**src/rtl/regfile_pkg.sv**
```systemverilog
// Shared constants, types and write-decode helper for the 32x32 register file.
// Define REGFILE_ZERO_REG_EN to hard-wire register 0 to zero.
package regfile_pkg;

    localparam int DATA_W   = 32;
    localparam int ADDR_W   = 5;
    localparam int NUM_REGS = 32;

    typedef logic [DATA_W-1:0] word_t;
    typedef logic [ADDR_W-1:0] reg_addr_t;

    typedef struct packed {
        logic      en;
        reg_addr_t addr;
        word_t     data;
    } wr_req_t;

`ifdef REGFILE_ZERO_REG_EN
    localparam bit ZERO_REG = 1'b1;
`else
    localparam bit ZERO_REG = 1'b0;
`endif

    // One-hot write select; all-zero when the port is idle.
    function automatic logic [NUM_REGS-1:0] decode_wr(input logic en, input reg_addr_t addr);
        logic [NUM_REGS-1:0] sel;
        sel       = '0;
        sel[addr] = en;
        return sel;
    endfunction

endpackage

```
**src/rtl/regfile_cell.sv**
```systemverilog
// Single register with asynchronous active-low clear and load enable.
module regfile_cell
    import regfile_pkg::*;
#(
    parameter int W = DATA_W
) (
    input  logic         clk,
    input  logic         rst_n,
    input  logic         en,
    input  logic [W-1:0] d,
    output logic [W-1:0] q
);

    always_ff @(posedge clk or negedge rst_n) begin
        if (!rst_n)
            q <= '0;
        else if (en)
            q <= d;
    end

endmodule

```
**src/rtl/register_file.sv**
```systemverilog
// 32x32 register file: one synchronous write port, two combinational read ports.
// REGFILE_ZERO_REG_EN makes register 0 a constant zero (writes to it are dropped).
module register_file
    import regfile_pkg::*;
(
    input  logic      clk,
    input  logic      reset,
    input  logic      regWrite,
    input  reg_addr_t rs,
    input  reg_addr_t rt,
    input  reg_addr_t rd,
    input  word_t     data,
    output word_t     outA,
    output word_t     outB
);

    wr_req_t                            wr;
    logic [NUM_REGS-1:0]                wr_sel;
    logic [NUM_REGS-1:0][DATA_W-1:0]    regs;

    assign wr     = '{en: regWrite, addr: rd, data: data};
    assign wr_sel = decode_wr(wr.en, wr.addr);

    for (genvar i = 0; i < NUM_REGS; i++) begin : g_reg
        if (ZERO_REG && i == 0) begin : g_zero
            logic unused_sel0;
            assign unused_sel0 = wr_sel[i];
            assign regs[i]     = '0;
        end else begin : g_cell
            regfile_cell #(.W(DATA_W)) u_cell (
                .clk   (clk),
                .rst_n (reset),
                .en    (wr_sel[i]),
                .d     (wr.data),
                .q     (regs[i])
            );
        end
    end

    // No write-to-read bypass: reads see the value stored before the edge.
    assign outA = regs[rs];
    assign outB = regs[rt];

endmodule

```
**config.mk**
```make
export PLATFORM = sky130hd
export DESIGN_NAME = register_file
export DESIGN_NICKNAME = d
export VERILOG_FILES = /design/src/rtl/regfile_pkg.sv /design/src/rtl/regfile_cell.sv /design/src/rtl/register_file.sv
export SDC_FILE = /design/constraint.sdc
export NUM_CORES = 2
export LEC_CHECK = 0
export BUFFER_PORTS_ARGS = -buffer_cell sky130_fd_sc_hd__buf_2
export CORE_MARGIN = 10
export CORE_UTILIZATION = 60
export DETAILED_ROUTE_END_ITERATION = 12
export PLACE_DENSITY = 0.75
export SYNTH_ARGS = -nofsm -noshare
export SYNTH_HDL_FRONTEND = slang
export SYNTH_SLANG_ARGS = --single-unit
```
**constraint.sdc**
```tcl
create_clock -name clk -period 2.8 [get_ports clk]
set_clock_uncertainty 0.2 [all_clocks]
set_input_delay 0.56 -clock clk [delete_from_list [all_inputs] [get_ports clk]]
set_output_delay 0.56 -clock clk [all_outputs]
set_load 0.02 [all_outputs]
```
Word level (Yosys, flattened, before mapping)
Cells that the tools add are included.

cells by class
  $lt $le $gt $ge = 4
  muxes and demuxes = 6
  bitwise gates (word level) = 1
  reductions and logical operators = 1

operator list
  operator            count
  $bmux 32 s5         2
  $mux 32             2
  $and 32x32->32      1
  $lt 5x6->1 const B  3
  $demux 1 s5         1
  $ge 5x1->1 const B  1
  $logic_and 1x1->1   1
  $mux 1              1

word-level totals
  register bits = 1,024
  bits of input ports = 50
  output and inout port bits = 64
  logic and storage cells = 44

Depth between registers and ports, before layout
  depth after elaboration = 5
  gate-level depth with buffers = 8
  mapped depth without buffers = 5

Hierarchy
A second synthesis with hierarchy kept.

second synthesis, totals
  cell total of the unflattened synthesis = 4,538
  area, all modules = 61,057.3 um^2

modules (own cells, without submodules)
  module         times used  cells each  area an instance (um^2)  seq. area each (um^2)
  regfile_cell   32          68          1,345.0                  800.8
  register_file  1           2,362       18,016.0                 0.0

Worst setup path after synthesis
No wires, ideal clock.

  kind = input to output
  start point = input rt[1]
  end point = output outB[12]
  data arrival time = 1.870 ns
  data required time = 2.040 ns
  path slack = 0.170 ns
  stages on the path = 8
  path buffers = 4
  cells stage by stage = buf_2 buf_4 buf_2 buf_2 mux2i_1 nand2_1 a31oi_1 nand3_1

between the ends
  word-level cells in the longest chain between the ends = 2

RTL lines
  element                        line                 text
  start, declared                register_file.sv:10  input reg_addr_t rt,
  $bmux 32 s5                    register_file.sv:42  assign outB = regs[rt];
  $mux 32 (not written as such)  register_file.sv:42
  end, declared                  register_file.sv:14  output word_t outB

Every way passes these cells. The select of a mux whose other input is x is not followed.

Final worst setup path
  start point = register g_reg[2].g_cell.u_cell.q[0]
  end point = output outB[0]

between the ends
  word-level cells in the longest chain between the ends = 2

RTL lines
  element                        line                 text
  start, declared                regfile_cell.sv:11   output logic [W-1:0] q
  start signal, assigned         regfile_cell.sv:16   q <= '0;
  start signal, assigned         regfile_cell.sv:18   q <= d;
  $bmux 32 s5                    register_file.sv:42
  $mux 32 (not written as such)  register_file.sv:42

Every way passes these cells. The select of a mux whose other input is x is not followed.

==> metrics <==
critical path required time=2040 ps; Max Freq=0.341 GHz; Worst Setup Start Kind=flop; failing checks=negative setup slack; Slew @ Worst Pin=952 ps; antenna-violating nets left=0; register bit total from synthesis=1024; worst skew pair latency=690 ps; Initial Utilization=0.604; final WL=186 mm; GRT Overall Usage=0.335; WP data arrival=2170 ps; Mean Syn Cell Area=12.2 µm²; peak supply drop=0.542 mV; first-pass GRT wire length=274 mm; Critical Path End Type=primary output; dpl ws=-214 ps; most frequent cells in the layout=1024 x dfrtp_1, 1008 x mux2i_1, 987 x mux2_2; Final WS setup=-130 ps; mapped cell area=0.0563 mm²; Die W=326 µm; met3 usage=0.0739; compound-cell area share of the yosys netlist=0.0697; share of layout cells above drive strength 1=0.397; Post-Synth XOR/XNOR Area=0; Crit-path slowest cell=dfrtp_1; fin crit share=1.05; total global routing overflow=0; max incr delay on CP=390 ps; crit path kind=flop to primary output; clock buffers created by TritonCTS=108; CP Cell Sequence=mux2i_1 > a22o_1 > nor3_1 > a31oi_1 > nand3_2 > buf_6; vias in the first global route=42900; Final Non-Filler Cells=6245; Inst Count DP=5950; register with the most flip-flops=g.g_cell.u_cell.q; Ys Warns=0; GRT busiest layer=met2; CTS Buffer Depth=3; GPL Wtd Cong=0.911; RSZ-0062 raised after global routing=yes; chip height=326 µm; P_leak=32.2 nW; row count=112; largest net degree at the start of global routing=86; Ports=114; WL/cell=29.7 µm; Post-Synth Adder-Cell Area=0; Worst Path Buf+Inv=1; outcome=complete, but fails checks; Reg clk slew, reported paths=60 ps; Initial DRC Count=4250; simple logic cell fraction of the synthesized area=0.0438; # setup viols final=45; Initial DRT Pass Iterations=8; power per cell area=663 mW/mm²; fin. max-slew vios=0; Largest register FFs=1024; Buffers on Ports=113; Final min period=2930 ps; commonest non-fill, non-tap cell in the layout=dfrtp_1; H-tree levels=3; met1 usage=0.435; initial antenna violation count=17; Worst Path Max Fanout=3; Min-Delay Path Class=input pin to asynchronous set/reset pin; drt via density=6.75; kind of cell adding the most delay to the critical path=compound AO/OA/AOI/OAI gates; max-cap viol count=0; CTS tree=done; Regs by FF count=g.g_cell.u_cell.q x1024; P&R area growth vs syn=20.8%; Clk Tree Root Cell=clkbuf_16; register area share after synthesis=0.455; post-synthesis mux area share=0.387; Detail Placement HPWL=112 mm; Slew HR=0.364; core region area=0.0932 mm²; clock sinks=1024; GR Util met2=0.517; DRC violations left=0; number of library cell types mapped by synthesis=28; Vias=42100; final net count=4936; Final Hold Vio Count=0; largest family of logic cells by synthesized area=multiplexers; Die Area=0.106 mm²; syn nets=4655; Post-Syn Instances=4605
==> final cells by class <==
class,count,area [µm²]
sequential,1024,25600
clock inverter,41,505
tap,1254,1570
antenna,14,35.0
multi-input combinational,3137,29300
timing repair buffer,615,7710
clock buffer,160,3200
fill,5936,25200
==> Yosys cell counts, drive strengths merged <==
| cell type | count | area, µm² |
|---|---|---|
| nor2 | 19 | 191 |
| nor2b | 4 | 25.0 |
| a22oi | 192 | 1440 |
| nor3b | 4 | 45.1 |
| mux2 | 1024 | 11500 |
| or2 | 3 | 18.8 |
| nor3 | 65 | 325 |
| a21oi | 192 | 961 |
| nand3b | 4 | 30.0 |
| nand2b | 4 | 25.0 |
| or3b | 1 | 11.3 |
| and3 | 1 | 6.26 |
| and2 | 2 | 12.5 |
| mux2i | 1024 | 10200 |
| dfrtp | 1024 | 25600 |
| a31oi | 64 | 400 |
| a22o | 128 | 1120 |
| clkbuf | 192 | 721 |
| nand3 | 194 | 971 |
| and3b | 1 | 8.76 |
| nand2 | 211 | 792 |
| buf | 252 | 1750 |
==> worst paths after layout <==
| path | slack, ps | from | cells past startpoint | endpoint |
|---|---|---|---|---|
| max reg2reg | 1570 | g_reg[2].g_cell.u_cell.q[22] | 3 | g_reg[2].g_cell.u_cell.q[22] |
| min reg2reg | 310 | g_reg[14].g_cell.u_cell.q[30] | 1 | g_reg[14].g_cell.u_cell.q[30] |
| min | 190 | reset | 2 | g_reg[17].g_cell.u_cell.q[17] |
| min in group clk | 290 | data[23] | 2 | g_reg[24].g_cell.u_cell.q[23] |
| max in group asynchronous | 1200 | reset | 4 | g_reg[24].g_cell.u_cell.q[25] |
| max | -130 | g_reg[2].g_cell.u_cell.q[0] | 6 | outB[0] |
==> metal layers <==
| metal | vias to the layer above | wire [µm] |
|---|---|---|
| met2 | 2183 | 84100 |
| met3 | 648 | 16900 |
| met5 | - | 13 |
| met4 | 2 | 11500 |
| met1 | 21600 | 73000 |
| li1 | 17700 | - |
==> through the flow <==
step	setup TNS (ps)	util	hold slack [ps]	power (mW)	area [µm²]
3_3_place_gp	-7920	0.656	289	28.6	61100
6_report	-2080	0.729	187	45.1	68000
4_1_cts	-2690	0.716	189	44.5	66700
5_1_grt	-4760	0.729	195	46.8	68000
2_1_floorplan	0	-	64.4	26.0	56300
3_5_place_dp	-10030	0.656	302	29.1	61100
==> timing repair <==
action,in CTS,in global routing
hold buffers,1,0
gates resized for setup,257,154
setup endpoints to repair,64,64
buffers inserted,30,42
pin swaps,75,149
hold endpoints to repair,114,0
gates cloned,16,14
==> report_power, final <==
| part | internal, mW | switching (mW) |
|---|---|---|
| combinational | 5.34 | 4.66 |
| clock | 8.81 | 6.21 |
| sequential | 17.7 | 2.33 |
==> cell families (layout without fill, tap and decap cells) <==
logic type / after synthesis / count (layout)
flip-flops: 1024 / 1024
buffers and inverters: 444 / 816
AO/OA/AOI/OAI: 576 / 576
other: 0 / 14
multiplexers: 2048 / 2048
AND/OR/NAND/NOR: 513 / 513
Power figures use the tool's default switching activity.
